==> src/rtl/operand_entry.sv <==
// operand_entry
//   Turns debounced pushbuttons and slider switches into edits of a shadow
//   operand. When the operand is committed it is offered downstream over a
//   valid/ready handshake.
//
//   The center button shifts the switch byte in from the bottom. Up and down
//   add or subtract one, and auto-repeat while they are held. Left clears
//   the shadow. Right commits the shadow to the consumer.
//
// Ports
//   clk, reset   system clock, synchronous active-high reset
//   pbtn_db[4:0] debounced buttons {right, left, down, up, center}
//   swtch_db     debounced switch byte
//   pb_pulse     registered one-cycle event per button, repeats included
//   operand      committed operand (valid while op_valid)
//   op_valid     operand offered to consumer
//   op_ready     consumer accepts operand
//   shadow       value being edited
//   byte_cnt     bytes shifted in since last clear/commit, saturating

// Auto-repeat timer for one button.
// cnt tracks how many edges the button has been held since its press.
// A button already held when reset is released leaves cnt at 0, so it
// never starts repeating until it is released and pressed again.
module operand_entry_rpt #(
    parameter int DLY  = 8,
    parameter int RATE = 3
) (
    input  logic clk,
    input  logic reset,
    input  logic held,    // button level this cycle
    input  logic press,   // rising edge this cycle
    input  logic others,  // some other button is also held
    output logic fire     // repeat event for this edge
);
    localparam int CNT_W = $clog2(DLY + RATE + 1);
    localparam logic [CNT_W-1:0] C_DLY  = CNT_W'(DLY);
    localparam logic [CNT_W-1:0] C_LAST = CNT_W'(DLY + RATE);
    localparam logic [CNT_W-1:0] C_LOOP = CNT_W'(DLY + 1);

    logic [CNT_W-1:0] cnt;

    // Held count n fires at n == DLY, then again every RATE edges after that.
    // Once n passes DLY, cnt cycles through DLY+1 .. DLY+RATE.
    always_ff @(posedge clk) begin
        if (reset)
            cnt <= '0;
        else if (!held)
            cnt <= '0;
        else if (press || cnt != '0)
            cnt <= (cnt == C_LAST) ? C_LOOP : cnt + CNT_W'(1);
    end

    // The timer keeps running while another button is held.
    // Only the event itself is masked.
    assign fire = held && !others && (cnt == C_DLY || cnt == C_LAST);
endmodule

module operand_entry #(
    parameter int OP_WIDTH    = 32,
    parameter bit simulate    = 1'b0,
    parameter int REPEAT_DLY  = simulate ? 8 : 50_000_000,
    parameter int REPEAT_RATE = simulate ? 3 : 10_000_000
) (
    input  logic                clk,
    input  logic                reset,
    input  logic [4:0]          pbtn_db,
    input  logic [7:0]          swtch_db,
    output logic [4:0]          pb_pulse,
    output logic [OP_WIDTH-1:0] operand,
    output logic                op_valid,
    input  logic                op_ready,
    output logic [OP_WIDTH-1:0] shadow,
    output logic [2:0]          byte_cnt
);
    localparam int B_CTR = 0, B_UP = 1, B_DN = 2, B_LFT = 3, B_RGT = 4;
    localparam logic [2:0] MAX_BYTES = 3'(OP_WIDTH / 8);

    typedef enum logic {EDIT, HOLD} state_t;
    state_t state;

    logic [4:0] prev;
    logic [4:0] rise;
    logic [2:1] rep;
    logic [4:0] pulse_nxt;

    assign rise = pbtn_db & ~prev;

    // Only up and down get auto-repeat.
    for (genvar gi = 1; gi <= 2; gi++) begin : g_rpt
        operand_entry_rpt #(
            .DLY  (REPEAT_DLY),
            .RATE (REPEAT_RATE)
        ) u_rpt (
            .clk    (clk),
            .reset  (reset),
            .held   (pbtn_db[gi]),
            .press  (rise[gi]),
            .others (|(pbtn_db & ~(5'b00001 << gi))),
            .fire   (rep[gi])
        );
    end

    assign pulse_nxt = rise | {2'b00, rep, 1'b0};

    always_ff @(posedge clk) begin
        if (reset) begin
            // prev loads all ones, so a button held through reset is not
            // seen as a fresh press.
            prev     <= 5'h1F;
            pb_pulse <= '0;
            operand  <= '0;
            op_valid <= 1'b0;
            shadow   <= '0;
            byte_cnt <= '0;
            state    <= EDIT;
        end else begin
            prev     <= pbtn_db;
            pb_pulse <= pulse_nxt;
            case (state)
                EDIT: begin
                    // One action per edge: left > right > center > up > down.
                    if (pb_pulse[B_LFT]) begin
                        shadow   <= '0;
                        byte_cnt <= '0;
                    end else if (pb_pulse[B_RGT]) begin
                        operand  <= shadow;
                        op_valid <= 1'b1;
                        shadow   <= '0;
                        byte_cnt <= '0;
                        state    <= HOLD;
                    end else if (pb_pulse[B_CTR]) begin
                        shadow <= {shadow[OP_WIDTH-9:0], swtch_db};
                        if (byte_cnt != MAX_BYTES)
                            byte_cnt <= byte_cnt + 3'd1;
                    end else if (pb_pulse[B_UP]) begin
                        shadow <= shadow + OP_WIDTH'(1);
                    end else if (pb_pulse[B_DN]) begin
                        shadow <= shadow - OP_WIDTH'(1);
                    end
                end
                HOLD: begin
                    // Button events are dropped here.
                    // pb_pulse still reports them.
                    if (op_ready) begin
                        op_valid <= 1'b0;
                        state    <= EDIT;
                    end
                end
                default: state <= EDIT;
            endcase
        end
    end
endmodule
==> config.mk <==
export PLATFORM = sky130hd
export DESIGN_NAME = operand_entry
export DESIGN_NICKNAME = d
export VERILOG_FILES = /design/src/rtl/operand_entry.sv
export SDC_FILE = /design/constraint.sdc
export NUM_CORES = 1
export LEC_CHECK = 0
export BUFFER_PORTS_ARGS = -buffer_cell sky130_fd_sc_hd__buf_4
export CAP_MARGIN = 20
export CORE_MARGIN = 5
export CORE_UTILIZATION = 30
export CTS_BUF_LIST = sky130_fd_sc_hd__clkbuf_4 sky130_fd_sc_hd__clkbuf_8
export CTS_CLUSTER_DIAMETER = 50
export DETAILED_ROUTE_END_ITERATION = 10
export GPL_TIMING_DRIVEN = 0
export PLACE_DENSITY_LB_ADDON = 0.25
export SYNTH_ARGS = -nofsm -noshare
export SYNTH_HDL_FRONTEND = slang
export SYNTH_SLANG_ARGS = --single-unit
==> constraint.sdc <==
create_clock -name clk -period 4.2 [get_ports clk]
set_input_delay 0.84 -clock clk [delete_from_list [all_inputs] [get_ports clk]]
set_output_delay 0.84 -clock clk [all_outputs]
set_load 0.05 [all_outputs]
==> results of run 1 <==
## flip-flops by register name, summed over array words and instances, names as in the netlist
signal,flops
prev,5
operand,32
op_valid,1
g_rpt.u_rpt.cnt,52
pb_pulse,5
byte_cnt,3
state,1
shadow,32
## final timing paths
check,cells after the start,from,to,slack (ps)
setup / recovery,10,pb_pulse[1],shadow[28],570
hold / removal,1,prev[3],pb_pulse[3],390
setup reg to reg,10,pb_pulse[1],shadow[28],570
hold reg to reg,1,prev[3],pb_pulse[3],390
## layout make-up
class,instances,area (sq um)
repair buffers,88,681
clock buffers,17,234
well taps,319,399
clock inverters,15,169
multi-input cells,683,4150
inverters,19,71.3
flip-flops and latches,131,2620
fillers,2536,14800
plain buffers,45,178
## per-stage QoR
stage	utilization, %	total power (uW)	std cells
floorplan	-	2270	878
global placement	34.7	2570	1284
detailed placement	34.8	2570	1285
CTS	36.5	3700	1317
global route	36.5	3890	1317
finish	36.5	3680	1317
## cells in the final DEF (no fill, tap or decap), types with 5 or more instances in the layout
| cell type | netlist | layout |
|---|---|---|
| nor2_1 | 88 | 88 |
| nand3_1 | 31 | 31 |
| or2_2 | 5 | 5 |
| or3_1 | 8 | 8 |
| buf_4 | 1 | 88 |
| a21oi_1 | 88 | 88 |
| clkbuf_1 | 40 | 40 |
| nor4_1 | 9 | 9 |
| o211ai_1 | 6 | 6 |
| o21ai_1 | 10 | 10 |
| a22oi_1 | 24 | 24 |
| inv_1 | 18 | 18 |
| clkbuf_8 | 0 | 17 |
| nor2b_1 | 6 | 6 |
| nor3b_1 | 5 | 5 |
| nand2_1 | 126 | 126 |
| and3_1 | 16 | 16 |
| and4_1 | 5 | 5 |
| xnor2_1 | 27 | 27 |
| o21ai_0 | 22 | 22 |
| xor2_1 | 42 | 42 |
| inv_6 | 0 | 6 |
| nand4_1 | 18 | 18 |
| a21o_1 | 8 | 8 |
| nand2b_1 | 8 | 8 |
| dfxtp_1 | 131 | 131 |
| o22ai_1 | 19 | 19 |
| ha_1 | 36 | 36 |
| nor3_1 | 15 | 15 |
| o21a_1 | 5 | 5 |
## cells in the mapped netlist (all sizes together) (24+ instances only)
cell | n | area share (%)
nand3 | 31 | 2.2
nor2 | 88 | 4.7
nand2 | 126 | 6.7
a21oi | 88 | 6.3
ha | 36 | 6.4
a22oi | 24 | 2.6
xnor2 | 27 | 3.4
dfxtp | 131 | 37
o21ai | 32 | 2.3
xor2 | 42 | 5.2
clkbuf | 40 | 2.1
## worst max-delay path, delay by kind of cell, from the launching register on
| kind | cells | cell delay [ps] |
|---|---|---|
| AO/OA/AOI/OAI | 7 | 1800 |
| adder cells (fa/ha/maj) | 1 | 490 |
| buffers and inverters | 1 | 440 |
| AND/OR/NAND/NOR | 1 | 260 |
| flip-flops | 1 | 560 |
## power by group
part	switching [uW]	internal [uW]
combinational	722	469
clock	576	545
sequential	80.1	1280
## per-layer routing
layer	wire (um)	global-route usage, %	vias up
met5	0	0	-
met4	377	5.26	0
met3	1410	3.95	25
met2	10300	26.9	179
met1	9510	20.8	3159
li1	-	-	3353
## cells by family after synthesis
| family | synth area share [%] |
|---|---|
| AND/OR/NAND/NOR | 24.3 |
| AO/OA/AOI/OAI | 19.2 |
| flip-flops | 37.4 |
| XOR/XNOR | 8.61 |
| buffers and inverters | 3.55 |
| adder cells (fa/ha/maj) | 6.70 |
| multiplexers | 0.321 |
==> impl_metrics.json, run 1 <==
{
  "status": "complete, no violations",
  "clk_latency_ps": 460,
  "critical_path_class": "reg -> reg",
  "row_count": 56,
  "async_flop_share_pct": 0,
  "syn_area_per_cell_sq_um": 7.99,
  "syn2layout_area_growth_pct": 21.1,
  "dp_slack_ps": 647,
  "slew_viol_final": 0,
  "endpoint_kind": "flip-flop",
  "overflow": 0,
  "first_pass_iters": 6,
  "fin_skew_ps": 9.48,
  "seq_area_frac_synth_pct": 37.4,
  "diodes": 0,
  "place_area_sq_um": 8100,
  "num_vias": 6716,
  "detail_route.wl_per_cell_um": 16.4,
  "port_buffers": 87,
  "numCtsBuffers": 17,
  "grt_antenna_before_repair": 0,
  "htreeDepth": 4,
  "drc": 0,
  "grt_use_total_pct": 16.2,
  "finalWorstSetupSlack_ps": 567,
  "cts_sinks": 131,
  "hold_path.class": "reg -> reg",
  "place.gp.congestion": 0.898,
  "cts_root_buf": "clkbuf_8",
  "final_layout_size_suffix_gt1_share_pct": 13.9,
  "required_ps": 4580,
  "critPathMaxStageDelay_ps": 560,
  "postLayoutCellArea_sq_um": 8500,
  "worstPathArrival_ps": 4010,
  "drv_cap": 0,
  "wl_um": 21600,
  "post_cts_buffers": 0,
  "grt_max_degree": 17,
  "whs_ps": 390,
  "cts_resized": 0,
  "synth_seq_cells": 131,
  "cts_tree": "built",
  "fmax_ghz": 0.275,
  "critPathMaxFanout": 15,
  "ios": 89,
  "syn_inst": 878,
  "rsz0062_at_grt": "false",
  "powerDensity_nw_per_um2": 432,
  "synth_flop_cell": "dfxtp_1",
  "min_period_over_period_pct": 86.5,
  "cts_buffer_depth": 2,
  "initial_utilization_pct": 30.2,
  "path_clk_slew_ps": 80,
  "cp_slowest_cell": "dfxtp_1",
  "syn_area_sq_um": 7020,
  "finalSetupViolations": 0,
  "routed_via_density": 5.10,
  "final-hold-violation-count": 0,
  "die_y_um": 163,
  "synthesis.nets": 931,
  "grt_pass1_vias": 6303,
  "dpl.hpwl_um": 16600,
  "die_w_um": 163,
  "synth-edff-count": 0,
  "worst_ir_drop_vdd_v": 0.000182,
  "core_area_sq_um": 23300,
  "worst_pin_slew_ps": 838,
  "crit_top_cell": "o211ai_1",
  "yosys_warnings": 0,
  "synth.distinct_cells": 61,
  "grt_pass1_wl_um": 34200,
  "dieArea_sq_um": 26600,
  "crit_chain": "inv_1 > ha_1 > nor2b_1 > o211ai_1 > a31o_1 > o211a_1 > o211ai_1 > o21ai_1 > a211o_1 > o211ai_1",
  "layout.nets": 1038,
  "cts-hold-fix-buffers": 0,
  "p_leak_uw": 0.00325,
  "drt_iter0_drc": 511,
  "cp-start-kind": "flip-flop",
  "slew_headroom_pct": 43.4,
  "antenna_left": 0,
  "tns_ps": 0,
  "min_period_ps": 3630
}
Note: power is estimated with default switching activity, not from simulation.
==> run 2: changes to the inputs <==
--- a/config.mk
+++ b/config.mk
@@ -8,7 +8,7 @@
 export BUFFER_PORTS_ARGS = -buffer_cell sky130_fd_sc_hd__buf_4
 export CAP_MARGIN = 20
 export CORE_MARGIN = 5
-export CORE_UTILIZATION = 30
+export CORE_UTILIZATION = 50
 export CTS_BUF_LIST = sky130_fd_sc_hd__clkbuf_4 sky130_fd_sc_hd__clkbuf_8
 export CTS_CLUSTER_DIAMETER = 50
 export DETAILED_ROUTE_END_ITERATION = 10
==> run 2 against run 1 <==
Fmax increased by 5.5%. Total power decreased by 1.2%. Design area decreased by 2.0%. Sequential power about the same. Register-to-register slack improved by 190 ps. Sequential share of layout area increased by 0.64 points. Combinational power about the same. Clock power decreased by 4%. Via count about the same. Die area decreased by 38%. Worst hold slack improved by 2.8 ps. Critical path type unchanged. Critical endpoint is now shadow[29]. Highest routed layer unchanged.
==> impl_metrics.json, run 2 (synthesis gave the netlist of run 1 again) <==
{
  "layout.nets": 1038,
  "die_y_um": 128,
  "cp_slowest_cell": "or4_1",
  "place_area_sq_um": 7920,
  "cp-start-kind": "flip-flop",
  "grt_pass1_wl_um": 30500,
  "grt_antenna_before_repair": 0,
  "cts_root_buf": "clkbuf_8",
  "final-hold-violation-count": 0,
  "critical_path_class": "reg -> reg",
  "critPathMaxFanout": 23,
  "drc": 0,
  "final_common_cell": "dfxtp_1",
  "antenna_left": 0,
  "crit_chain": "inv_1 > buf_16 > ha_1 > buf_2 > nand2_1 > or4_1 > a21oi_1 > nor3_1 > nor3_1 > a41oi_1 > or3_1 > o211ai_1",
  "status": "complete, no violations",
  "place.gp.congestion": 0.913,
  "total_power_uw": 3630,
  "core_area_sq_um": 13800,
  "cts_resized": 0,
  "dieArea_sq_um": 16500,
  "worst_pin_slew_ps": 922,
  "port_buffers": 87,
  "top_regs": "g_rpt.u_rpt.cnt: 52 flops, operand: 32 flops, shadow: 32 flops",
  "post-place-cells": 1146,
  "routed_via_density": 5.70,
  "p_leak_uw": 0.00325,
  "finalSetupViolations": 0,
  "die_w_um": 128,
  "overflow": 0,
  "crit_top_cell": "nor3_1",
  "ios": 89,
  "path_clk_slew_ps": 80,
  "rsz0062_at_grt": "false",
  "critPathMaxStageDelay_ps": 510,
  "post_cts_buffers": 0,
  "worstPathArrival_ps": 3830,
  "crit_family": "simple AND/OR/NAND/NOR gates",
  "endpoint_kind": "flip-flop",
  "path_buf_inv": 3,
  "dpl.hpwl_um": 14500,
  "htreeDepth": 4,
  "first_pass_iters": 5,
  "num_vias": 6720,
  "slew_headroom_pct": 38.4,
  "final_cells": 1178,
  "diodes": 0,
  "initial_utilization_pct": 50.8,
  "cts-hold-fix-buffers": 0,
  "grt_max_degree": 24,
  "grt_use_total_pct": 23.1,
  "required_ps": 4580,
  "largest_reg_flops": 52,
  "numCtsBuffers": 17,
  "cts_buffer_depth": 2,
  "row_count": 43,
  "hold_path.class": "reg -> reg",
  "grt_pass1_vias": 6114,
  "postLayoutCellArea_sq_um": 8330,
  "cts_sinks": 131,
  "drt_iter0_drc": 501,
  "final_layout_size_suffix_gt1_share_pct": 13.9,
  "tns_ps": 0,
  "min_period_over_period_pct": 82.0,
  "wl_um": 19200,
  "fin_skew_ps": 10.8,
  "slew_viol_final": 0,
  "drv_cap": 0,
  "clk_latency_ps": 460,
  "powerDensity_nw_per_um2": 436,
  "fmax_ghz": 0.290,
  "min_period_ps": 3440,
  "regMostFlops": "g_rpt.u_rpt.cnt",
  "worst_ir_drop_vdd_v": 0.000272,
  "mostFrequentLayoutCells": "dfxtp_1, nand2_1, nor2_1, a21oi_1, buf_4",
  "cts_tree": "built",
  "syn2layout_area_growth_pct": 18.7,
  "detail_route.wl_per_cell_um": 16.3
}
==> run 2: worst paths after layout <==
| path | from | end | slack [ps] | depth (start not counted) |
|---|---|---|---|---|
| max | pb_pulse[1] | shadow[29] | 760 | 12 |
| min | prev[4] | pb_pulse[4] | 390 | 1 |
| max reg2reg | pb_pulse[1] | shadow[29] | 760 | 12 |
| min reg2reg | prev[4] | pb_pulse[4] | 390 | 1 |
==> run 2: routing by layer <==
layer | wire (um) | up-vias | part of all wire (%) | global-route usage [%]
met5 | 0 | - | 0 | 0
met3 | 1060 | 35 | 5.5 | 4.90
li1 | - | 3341 | - | -
met1 | 8320 | 3139 | 43 | 29.2
met4 | 452 | 0 | 2.4 | 8.61
met2 | 9330 | 205 | 49 | 38.7
==> run 2: worst register-to-register path, cell delays in order, from the launching register on <==
cell and delay (ps):
dfxtp_1 490, inv_1 300, buf_16 260, ha_1 290, buf_2 170, nand2_1 80, or4_1 510, a21oi_1 190
nor3_1 120, nor3_1 330, a41oi_1 210, or3_1 350, o211ai_1 90
==> run 2: final cells by class <==
cell class,instances,area [sq um]
tap,180,225
multi-input combinational,683,4150
fill,1262,5500
timing repair buffer,88,681
inverter,19,71.3
clock inverter,12,129
sequential,131,2620
buffer,45,178
clock buffer,20,275
==> run 2: power breakdown <==
group / internal [uW] / leakage [uW] / total [uW] / switching [uW]
combinational: 469 / 0.00199 / 1190 / 721
clock: 573 / 0.000201 / 1080 / 512
sequential: 1290 / 0.00106 / 1360 / 71.8
==> run 2: per-stage QoR <==
stage / hold WS, ps / utilization [%] / worst slack [ps]
5_1_grt: 404 / 60.2 / 549
4_1_cts: 396 / 60.2 / 778
6_report: 393 / 60.2 / 756
3_3_place_gp: 374 / 57.1 / 473
2_1_floorplan: 372 / - / 721
3_5_place_dp: 382 / 57.3 / 814
==> run 3: changes to the inputs <==
==> constraint.sdc (replaced) <==
create_clock -name clk -period 3 [get_ports clk]
set_input_delay 0.6 -clock clk [delete_from_list [all_inputs] [get_ports clk]]
set_output_delay 0.6 -clock clk [all_outputs]
set_load 0.05 [all_outputs]
==> run 3 against run 2 <==
Non-clock buffer count rose by 9. Wire length rose by 2.0%. Via count rose by 1.1%. Critical path depth did not move. Sequential share of layout area fell by 0.53 points. Total power rose by 43%. Design area rose by 1.8%. Largest power group unchanged.
==> impl_metrics.json, run 3 (synthesis gave the netlist of run 1 again) <==
{
  "grt_antenna_before_repair": 0,
  "overflow": 0,
  "dpl.hpwl_um": 14400,
  "path_buf_inv": 4,
  "grt_use_total_pct": 23.7,
  "worst_pin_slew_ps": 921,
  "crit_family": "compound AO/OA/AOI/OAI gates",
  "hp-start": "pbtn_db[3]",
  "detail_route.wl_per_cell_um": 16.5,
  "required_ps": 3320,
  "diodes": 0,
  "wl_um": 19600,
  "die_y_um": 128,
  "hold_path.class": "in -> reg",
  "ios": 89,
  "dp_slack_ps": -598,
  "worstPathArrival_ps": 3260,
  "drc": 0,
  "slew_viol_final": 0,
  "total_power_uw": 5210,
  "top_regs": "g_rpt.u_rpt.cnt: 52 flops, operand: 32 flops, shadow: 32 flops",
  "status": "complete, no violations",
  "regMostFlops": "g_rpt.u_rpt.cnt",
  "numCtsBuffers": 17,
  "postLayoutCellArea_sq_um": 8480,
  "regArea_sq_um": 2630,
  "first_pass_iters": 5,
  "antenna_left": 0,
  "powerDensity_nw_per_um2": 614,
  "cp_slowest_cell": "dfxtp_4",
  "clk_latency_ps": 460,
  "endpoint_kind": "flip-flop",
  "largest_reg_flops": 52,
  "routed_via_density": 5.72,
  "r2r_cells": 12,
  "drt_iter0_drc": 543,
  "row_count": 43,
  "rr_startpoint": "pb_pulse[1]",
  "path_clk_slew_ps": 80,
  "cts_root_buf": "clkbuf_8",
  "final_common_cell": "dfxtp_1",
  "multi_input_area_sq_um": 4210,
  "critPathMaxStageDelay_ps": 370,
  "initial_utilization_pct": 50.8,
  "finalSetupViolations": 0,
  "syn2layout_area_growth_pct": 20.9,
  "crit_chain": "buf_4 > clkinvlp_4 > buf_4 > ha_1 > clkbuf_1 > a31oi_2 > a2bb2oi_2 > o211ai_1 > a31o_2 > a311oi_2 > xor2_1 > o22ai_1",
  "min_period_ps": 2940,
  "p_leak_uw": 0.00331,
  "final-hold-violation-count": 0,
  "whs_path_depth": 2,
  "fillers": 1251,
  "die_w_um": 128,
  "cts_sinks": 131,
  "final_layout_size_suffix_gt1_share_pct": 16.2,
  "min_period_over_period_pct": 98.0,
  "grt_max_degree": 17,
  "startpoint": "pb_pulse[1]",
  "crit_top_cell": "buf_4",
  "slew_headroom_pct": 38.5,
  "dieArea_sq_um": 16500,
  "grt_pass1_wl_um": 31200,
  "cts_tree": "built",
  "drv_cap": 0,
  "critPathMaxFanout": 9,
  "place_area_sq_um": 7900,
  "worst_ir_drop_vdd_v": 0.000351,
  "finalWorstSetupSlack_ps": 59.3,
  "fin_skew_ps": 8.91,
  "cts-hold-fix-buffers": 0,
  "core_area_sq_um": 13800,
  "mostFrequentLayoutCells": "dfxtp_1, nand2_1, buf_4",
  "final_core_util_pct": 61.3,
  "place.gp.congestion": 0.958,
  "grt_pass1_vias": 6117,
  "path_depth": 12,
  "fmax_ghz": 0.340,
  "num_vias": 6797,
  "cp-start-kind": "flip-flop",
  "layout.nets": 1048,
  "htreeDepth": 4,
  "critical_path_class": "reg -> reg",
  "cts_buffer_depth": 2,
  "port_buffers": 87
}
==> run 3: cell type report <==
cell class                 instances  share of cell area (%)
tap                              180                    2.66
inverter                          19                   0.885
multi-input combinational        683                    49.6
clock inverter                    11                    1.50
timing repair buffer              98                    8.82
sequential                       131                    31.0
buffer                            44                    2.11
timing repair inverter             1                  0.0885
clock buffer                      21                    3.33
==> run 3: per-layer routing <==
layer / vias to the layer above / track usage [%] / wire [um]
li1: 3370 / - / -
met1: 3183 / 31.0 / 8430
met2: 213 / 39.0 / 9530
met3: 31 / 5.52 / 1250
met4: 0 / 7.12 / 345
met5: - / 0 / 0
==> run 3: final timing paths <==
kind	to	slack, ps
setup reg to reg	shadow[27]	60
hold reg to reg	pb_pulse[4]	390
hold / removal	prev[3]	360
setup / recovery	shadow[27]	60
==> run 3: per-stage QoR <==
step / std cells / setup TNS [ps] / hold WS [ps]
6_report: 1188 / 0 / 362
5_1_grt: 1188 / -0.0835 / 339
4_1_cts: 1184 / 0 / 342
3_5_place_dp: 1145 / -6370 / 379
3_3_place_gp: 1145 / -6640 / 373
2_1_floorplan: 878 / -209 / 372
==> run 3: repair_timing <==
| action | CTS | global route |
|---|---|---|
| pin swaps | 1 | 2 |
| gates cloned | 1 | 0 |
| gates resized for setup | 5 | 9 |
| setup endpoints to repair | 21 | 7 |
| buffers inserted | 6 | 5 |
==> run 3: worst register-to-register path, cell delays in order, from the launching register on <==
cell	delay [ps]
dfxtp_4	370
buf_4	140
clkinvlp_4	220
buf_4	210
ha_1	270
clkbuf_1	210
a31oi_2	220
a2bb2oi_2	160
o211ai_1	120
a31o_2	290
a311oi_2	300
xor2_1	180
o22ai_1	100
==> run 3: power breakdown <==
part / internal (uW) / leakage, uW / switching (uW) / total [uW]
clock network: 816 / 0.000202 / 721 / 1540
registers: 1800 / 0.00106 / 100 / 1900
logic: 712 / 0.00205 / 1060 / 1770
total: 3330 / 0.00331 / 1880 / 5210
